<file path="config.mk">
export PLATFORM = sky130hd
export DESIGN_NAME = ps2_key_event_ctrl_flat
export DESIGN_NICKNAME = d
export VERILOG_FILES = /design/src/rtl/ps2_key_event_ctrl_if.sv /design/src/rtl/ps2_key_event_ctrl.sv /design/src/flat_wrapper.sv
export SDC_FILE = /design/constraint.sdc
export NUM_CORES = 1
export LEC_CHECK = 0
export ABC_AREA = 1
export CAP_MARGIN = 20
export CELL_PAD_IN_SITES_DETAIL_PLACEMENT = 1
export CELL_PAD_IN_SITES_GLOBAL_PLACEMENT = 1
export CORE_AREA = 3 3 140 142
export DETAILED_ROUTE_END_ITERATION = 6
export DIE_AREA = 0 0 143 145
export PLACE_DENSITY = 0.59
export SLEW_MARGIN = 20
export SYNTH_ARGS = -nofsm -noshare
export SYNTH_HDL_FRONTEND = slang
export SYNTH_SLANG_ARGS = --single-unit
</file>
<file path="constraint.sdc">
create_clock -name clk -period 5.56 [get_ports clk]
set_clock_uncertainty 0.15 [all_clocks]
set_input_delay 1.39 -clock clk [delete_from_list [all_inputs] [get_ports clk]]
set_output_delay 1.39 -clock clk [all_outputs]
set_load 0.05 [all_outputs]
</file>
<file path="src/rtl/ps2_key_event_ctrl_if.sv">
// Byte-strobe input and event-output bundle of the PS/2 key event controller.
// master drives bytes and evt_ready; slave (the controller) returns the FIFO head.
interface ps2_key_event_ctrl_if;
  logic [7:0] byte_in;
  logic       byte_valid;
  logic       evt_ready;
  logic       evt_valid;
  logic [7:0] evt_code;
  logic       evt_ext;
  logic       evt_brk;

  modport master (
    output byte_in, byte_valid, evt_ready,
    input  evt_valid, evt_code, evt_ext, evt_brk
  );

  modport slave (
    input  byte_in, byte_valid, evt_ready,
    output evt_valid, evt_code, evt_ext, evt_brk
  );
endinterface

</file>
<file path="src/rtl/ps2_key_event_ctrl.sv">
// PS/2 scan-code sequencer: E0/F0/E1 prefixes to make/break events in a FWFT FIFO.
// Event pushed on the final byte's edge, visible next cycle; full FIFO drops and sets overflow. PS2_REPEAT_FILTER_EN adds typematic filtering.
module ps2_key_event_ctrl #(
  parameter int DEPTH          = 8,
  parameter int TIMEOUT_CYCLES = 2000000
) (
  input  logic                     clk,
  input  logic                     rst_n,
  ps2_key_event_ctrl_if.slave      bus,
  input  logic                     clr_flags,
  output logic [$clog2(DEPTH):0]   evt_count,
  output logic                     overflow,
  output logic                     err
);

  localparam int AW = $clog2(DEPTH);
  localparam int TW = $clog2(TIMEOUT_CYCLES + 1);

  typedef enum logic [2:0] {IDLE, EXT, BRK, EXT_BRK, PAUSE} state_t;

  state_t        state, state_nxt;
  logic [2:0]    skip, skip_nxt;
  logic [TW-1:0] tmr;
  logic          timeout;

  logic          emit, e_ext, e_brk, err_set;
  logic [7:0]    e_code;
  logic          push_req;

  logic [9:0]    mem [DEPTH];
  logic [AW-1:0] wp, rp;
  logic [AW:0]   cnt;
  logic          nonempty, full, pop, push, drop;

  assign timeout = (state != IDLE) && !bus.byte_valid && (tmr == TW'(TIMEOUT_CYCLES - 1));

  always_ff @(posedge clk) begin
    if (!rst_n) begin
      state <= IDLE;
      skip  <= '0;
      tmr   <= '0;
    end else begin
      state <= state_nxt;
      skip  <= skip_nxt;
      if (state == IDLE || bus.byte_valid || timeout)
        tmr <= '0;
      else
        tmr <= tmr + 1'b1;
    end
  end

  always_comb begin
    state_nxt = state;
    skip_nxt  = skip;
    emit      = 1'b0;
    e_ext     = 1'b0;
    e_brk     = 1'b0;
    e_code    = bus.byte_in;
    err_set   = 1'b0;
    if (bus.byte_valid) begin
      case (state)
        IDLE: begin
          case (bus.byte_in)
            8'hE0: state_nxt = EXT;
            8'hF0: state_nxt = BRK;
            8'hE1: begin
              state_nxt = PAUSE;
              skip_nxt  = 3'd7;
            end
            8'hAA, 8'hFA, 8'hEE: ;
            8'h00, 8'hFF, 8'hFC, 8'hFD, 8'hFE: err_set = 1'b1;
            default: emit = 1'b1;
          endcase
        end
        EXT: begin
          if (bus.byte_in == 8'hF0) begin
            state_nxt = EXT_BRK;
          end else if (bus.byte_in != 8'hE0) begin
            emit      = 1'b1;
            e_ext     = 1'b1;
            state_nxt = IDLE;
          end
        end
        BRK: begin
          emit      = 1'b1;
          e_brk     = 1'b1;
          state_nxt = IDLE;
        end
        EXT_BRK: begin
          emit      = 1'b1;
          e_ext     = 1'b1;
          e_brk     = 1'b1;
          state_nxt = IDLE;
        end
        PAUSE: begin
          // The remaining seven Pause bytes are swallowed; one event marks the key.
          skip_nxt = skip - 3'd1;
          if (skip == 3'd1) begin
            emit      = 1'b1;
            e_code    = 8'hE1;
            state_nxt = IDLE;
          end
        end
        default: state_nxt = IDLE;
      endcase
    end else if (timeout) begin
      state_nxt = IDLE;
      err_set   = 1'b1;
    end
  end

`ifdef PS2_REPEAT_FILTER_EN
  logic [511:0] held;
  logic [8:0]   hidx;

  assign hidx     = {e_ext, e_code};
  assign push_req = emit && (e_brk || !held[hidx]);

  always_ff @(posedge clk) begin
    if (!rst_n)
      held <= '0;
    else if (emit)
      held[hidx] <= !e_brk;
  end
`else
  assign push_req = emit;
`endif

  assign nonempty = (cnt != '0);
  assign full     = (cnt == (AW+1)'(DEPTH));
  assign pop      = nonempty && bus.evt_ready;
  assign push     = push_req && (!full || pop);
  assign drop     = push_req && full && !pop;

  always_ff @(posedge clk) begin
    if (!rst_n) begin
      wp  <= '0;
      rp  <= '0;
      cnt <= '0;
    end else begin
      if (push) wp <= wp + 1'b1;
      if (pop)  rp <= rp + 1'b1;
      case ({push, pop})
        2'b10:   cnt <= cnt + 1'b1;
        2'b01:   cnt <= cnt - 1'b1;
        default: cnt <= cnt;
      endcase
    end
  end

  always_ff @(posedge clk) begin
    if (push) mem[wp] <= {e_ext, e_brk, e_code};
  end

  // Head fields are forced to zero while empty so stale storage never leaks out.
  assign bus.evt_valid = nonempty;
  assign bus.evt_ext   = nonempty ? mem[rp][9]   : 1'b0;
  assign bus.evt_brk   = nonempty ? mem[rp][8]   : 1'b0;
  assign bus.evt_code  = nonempty ? mem[rp][7:0] : 8'h00;
  assign evt_count     = cnt;

  always_ff @(posedge clk) begin
    if (!rst_n) begin
      overflow <= 1'b0;
      err      <= 1'b0;
    end else begin
      if (drop)           overflow <= 1'b1;
      else if (clr_flags) overflow <= 1'b0;
      if (err_set)        err <= 1'b1;
      else if (clr_flags) err <= 1'b0;
    end
  end

endmodule
</file>
<file path="src/flat_wrapper.sv">
// flat-port wrapper written by rule: the top's interface ports become plain ports
module ps2_key_event_ctrl_flat 
#(
  parameter int DEPTH          = 8,
  parameter int TIMEOUT_CYCLES = 2000000
)
  (clk, rst_n, clr_flags, evt_count, overflow, err, bus_byte_in, bus_byte_valid, bus_evt_ready, bus_evt_valid, bus_evt_code, bus_evt_ext, bus_evt_brk);
  ps2_key_event_ctrl_if bus_i ();
  input  logic clk;
  input  logic rst_n;
  input  logic clr_flags;
  output logic [$clog2(DEPTH):0] evt_count;
  output logic overflow;
  output logic err;
  input wire logic [$bits(bus_i.byte_in)-1:0] bus_byte_in;
  input wire logic [$bits(bus_i.byte_valid)-1:0] bus_byte_valid;
  input wire logic [$bits(bus_i.evt_ready)-1:0] bus_evt_ready;
  output wire logic [$bits(bus_i.evt_valid)-1:0] bus_evt_valid;
  output wire logic [$bits(bus_i.evt_code)-1:0] bus_evt_code;
  output wire logic [$bits(bus_i.evt_ext)-1:0] bus_evt_ext;
  output wire logic [$bits(bus_i.evt_brk)-1:0] bus_evt_brk;
  assign bus_i.byte_in = bus_byte_in;
  assign bus_i.byte_valid = bus_byte_valid;
  assign bus_i.evt_ready = bus_evt_ready;
  assign bus_evt_valid = bus_i.evt_valid;
  assign bus_evt_code = bus_i.evt_code;
  assign bus_evt_ext = bus_i.evt_ext;
  assign bus_evt_brk = bus_i.evt_brk;
  ps2_key_event_ctrl #(.DEPTH(DEPTH), .TIMEOUT_CYCLES(TIMEOUT_CYCLES)) u_core (.clk(clk), .rst_n(rst_n), .bus(bus_i), .clr_flags(clr_flags), .evt_count(evt_count), .overflow(overflow), .err(err));
endmodule
</file>
==> results.md <==
* FP Rows at 50
* Vias per Instance at about 4.7
* Critical register-to-register path startpoint: u_core.state[1]$_SDFFE_PN0P_
* Outcome: finished, final reports clean
* FMAX at 0.230 GHz
* Sequential Power Share at between 30% and 40%
* Root Buffer: clkbuf_16
* Comb pwr share at 32.4%
* Total number of vias at between 4000 and 5000
* Chip Height at 145 um
* Detailed Route Iter0 Violations at 150
* Lkg Pwr at 2.46 nW
* Max_cap viols at 0
* Post-Synthesis Cells at 579
* Die area at 20700 sq um
* Met1 Resource Use GR at 17.3%
* Htree depth at 4
* Most frequent cells after synthesis: nor2_1, edfxtp_1, nand2_1
* CTS tree: done
* Distinct cells, synth at 34
* N_diodes at 0
* Post-synth EDFFs at 80
* Routed WL at ~14 mm
* Max clock buf depth at 2
* Tightest Pin Transition at 0.665 ns
* Most frequent cell after synthesis: nor2_1
* Synth area leaders: edfxtp_1, dfxtp_1, nor2_1
* Global-route wire length before repair at 22.8 mm
* Hold Violations, Final at 0
* Worst r2r dst: u_core.evt_count[3]$_SDFFE_PN0P_
* Global route hottest layer: met2
* Clk_lat worst skew at 0.42 ns
* Top FF cell, synth: edfxtp_1
* Hold Startpoint: u_core.tmr[0]$_SDFF_PP0_
* Die Wd at between 100 and 150 um
* M2 GR Usage at 23.7%
* Max FO, Critical Path at 20
* Share of layout cells above drive strength 1 at 11.4%
* Async SR Flop Fraction at 0%
* Gr usage total at between 10% and 20%
* Total CTS buffers at 17
* Placed insts at 834
* Cts hold-fix bufs at 0
* Clk pwr share at 34.3%
* Net Count, Synth at 600
* Routed Antenna Nets at 0
* First-pass iteration count of the detailed router at 4
* Yosys reg bits at 122
* Switching Fraction at 36.4%
* CP Capture Type: output pin
* CP Class: flip-flop to output pin
* HP Class: flip-flop to flip-flop
* Vias in the first global route at 4394
* Yosys top cell by area: edfxtp_1
* Core Region at 18600 sq um
* P_sw at 0.00116 W
* Int Pwr at 0.00204 W
* Layout Cells excl Fill at just under 900
* Io pins at 30
* RSZ-0062 raised after global routing: false
* Net count, final at 640
* Clock sink count at 122
* Worst Hold End: u_core.tmr[0]$_SDFF_PP0_
* Yosys warnings at 0
* Post-route minimum period at approximately 4.4 ns
* Gpl congestion at 0.802
* Largest net degree at the start of global routing at just over 40
* Detailed Place HPWL at 9.42 mm
* Initial Utilization at 29.6%
* Drt wl/cell at 16.0 um
* R2R Setup Slk at 2.90 ns
* Seq/Total Area, Yosys at about three fifths
* Layout area overhead at 21.3%
* WHS Path Cells at 1
* Worst-case reg-to-reg path depth at 15
* Final Slew Violations at 0
* Syn Area/Cell at 9.49 sq um
* Crit path arrival time at ~2.8 ns
* Reg clk slew, reported paths at 0.06 ns
* Crit start category: flip-flop
* Global-route track usage on met3 at under 10%
* Netlist Area Pre-Place at 5500 sq um
* Antenna violations before repair at 0
* Final setup viols at 0
* Grt ovf at 0
* Residual DRC count at 0
* CTS resizes at 0
* Slew HR at 55.6%
* Setup TNS Final at 0 ns
* Post-CTS setup buffers at 0
* Period utilization at 78.2%
* Worst Path Required at 4.02 ns
* Area share of the largest cell type after synthesis at 43.7%
* Worst vdd ir at 0.231 mV
* Cell Pwr Density at 480 nW/um^2
* # port buffers at 29
* Final core utilization at 35.9%
kinds of logic after synthesis:
kind of cell / count (synthesis) / synth area share, %
flip-flops: 122 / 59.0
AND/OR/NAND/NOR: 242 / 20.3
XOR/XNOR: 12 / 2.05
buffers and inverters: 77 / 5.33
adder cells (fa/ha/maj): 8 / 1.82
AO/OA/AOI/OAI: 118 / 11.5
flip-flops by register name, summed over array words and instances, names as in the netlist, named ones only:
signal,flops
u_core.mem,80
u_core.tmr,21
u_core.evt_count,4
u_core.wp,3
u_core.skip,3
u_core.overflow,1
u_core.state,3
u_core.rp,3
u_core.err,1
power by group through the flow:
stage / clock network, W / registers [W] / logic, W
floorplan: 0 / 0.00112 / 0.000669
finish: 0.00110 / 0.00107 / 0.00104
detailed placement: 0 / 0.00109 / 0.00105
global route: 0.00117 / 0.00107 / 0.00113
global placement: 0 / 0.00108 / 0.00102
CTS: 0.00113 / 0.00107 / 0.00105
worst max-delay path by stage:
stage | end | slack (ns)
after floorplan | bus_evt_brk | 1.40
final | bus_evt_ext | 1.21
after global routing | bus_evt_ext | 1.08
after detailed placement | u_core.evt_count[3]$_SDFFE_PN0P_ | 1.31
after CTS | bus_evt_code[2] | 1.23
after global placement | u_core.evt_count[3]$_SDFFE_PN0P_ | 1.45
metal layers:
layer  part of all wire [%]  up-vias
met5                      0        -
met2                     50       46
met4                    2.0        0
li1                       -     2032
met3                    2.8       21
met1                     45     2003
stage by stage:
| step | power, W | cell area (sq um) | setup WS (ns) | hold WS, ns |
|---|---|---|---|---|
| 6_report | 0.00320 | 6670 | 1.21 | 0.309 |
| 5_1_grt | 0.00337 | 6670 | 1.08 | 0.342 |
| 4_1_cts | 0.00325 | 6670 | 1.23 | 0.311 |
| 3_5_place_dp | 0.00213 | 6080 | 1.31 | 0.300 |
| 3_3_place_gp | 0.00211 | 6080 | 1.45 | 0.276 |
| 2_1_floorplan | 0.00179 | 5500 | 1.40 | 0.268 |
area by class of cell:
type,instances,area [sq um]
multi-input combinational,380,1960
clock inverter,13,154
sequential,122,3240
clock buffer,18,429
inverter,59,221
fill,2106,11900
tap,234,293
timing repair buffer,39,365
critical path: stages, from the launching register on:
cell	delay, ns
dfxtp_1	0.30
inv_1	0.49
o21ai_0	0.20
o22ai_1	0.16
o21ai_0	0.10
a31oi_1	0.28
clkdlybuf4s50_1	0.87
cells in the final DEF, fill, tap and decap left out, types with 2 or more instances in the layout:
master	Yosys	layout
nand2_4	3	3
nor3b_1	2	2
buf_4	0	10
o21ai_0	64	64
clkdlybuf4s50_1	0	29
nand2_2	7	7
clkinv_1	0	2
nor2_1	116	116
bufinv_16	0	3
nand4_1	6	6
ha_1	8	8
nand3_1	17	17
clkinv_2	0	3
nor3_1	8	8
xnor2_1	5	5
edfxtp_1	80	80
o21a_1	3	3
a21oi_1	24	24
inv_2	6	6
dfxtp_1	42	42
o22ai_1	10	10
nand3_2	2	2
nand2_1	66	66
inv_1	53	53
a31oi_1	13	13
nor2_2	5	5
nand3_4	2	2
clkinvlp_4	0	2
o21ai_1	2	2
nor2_4	4	4
clkbuf_16	0	17
xor2_1	6	6
clkinv_4	0	3
(Power assumes the default switching activity.)
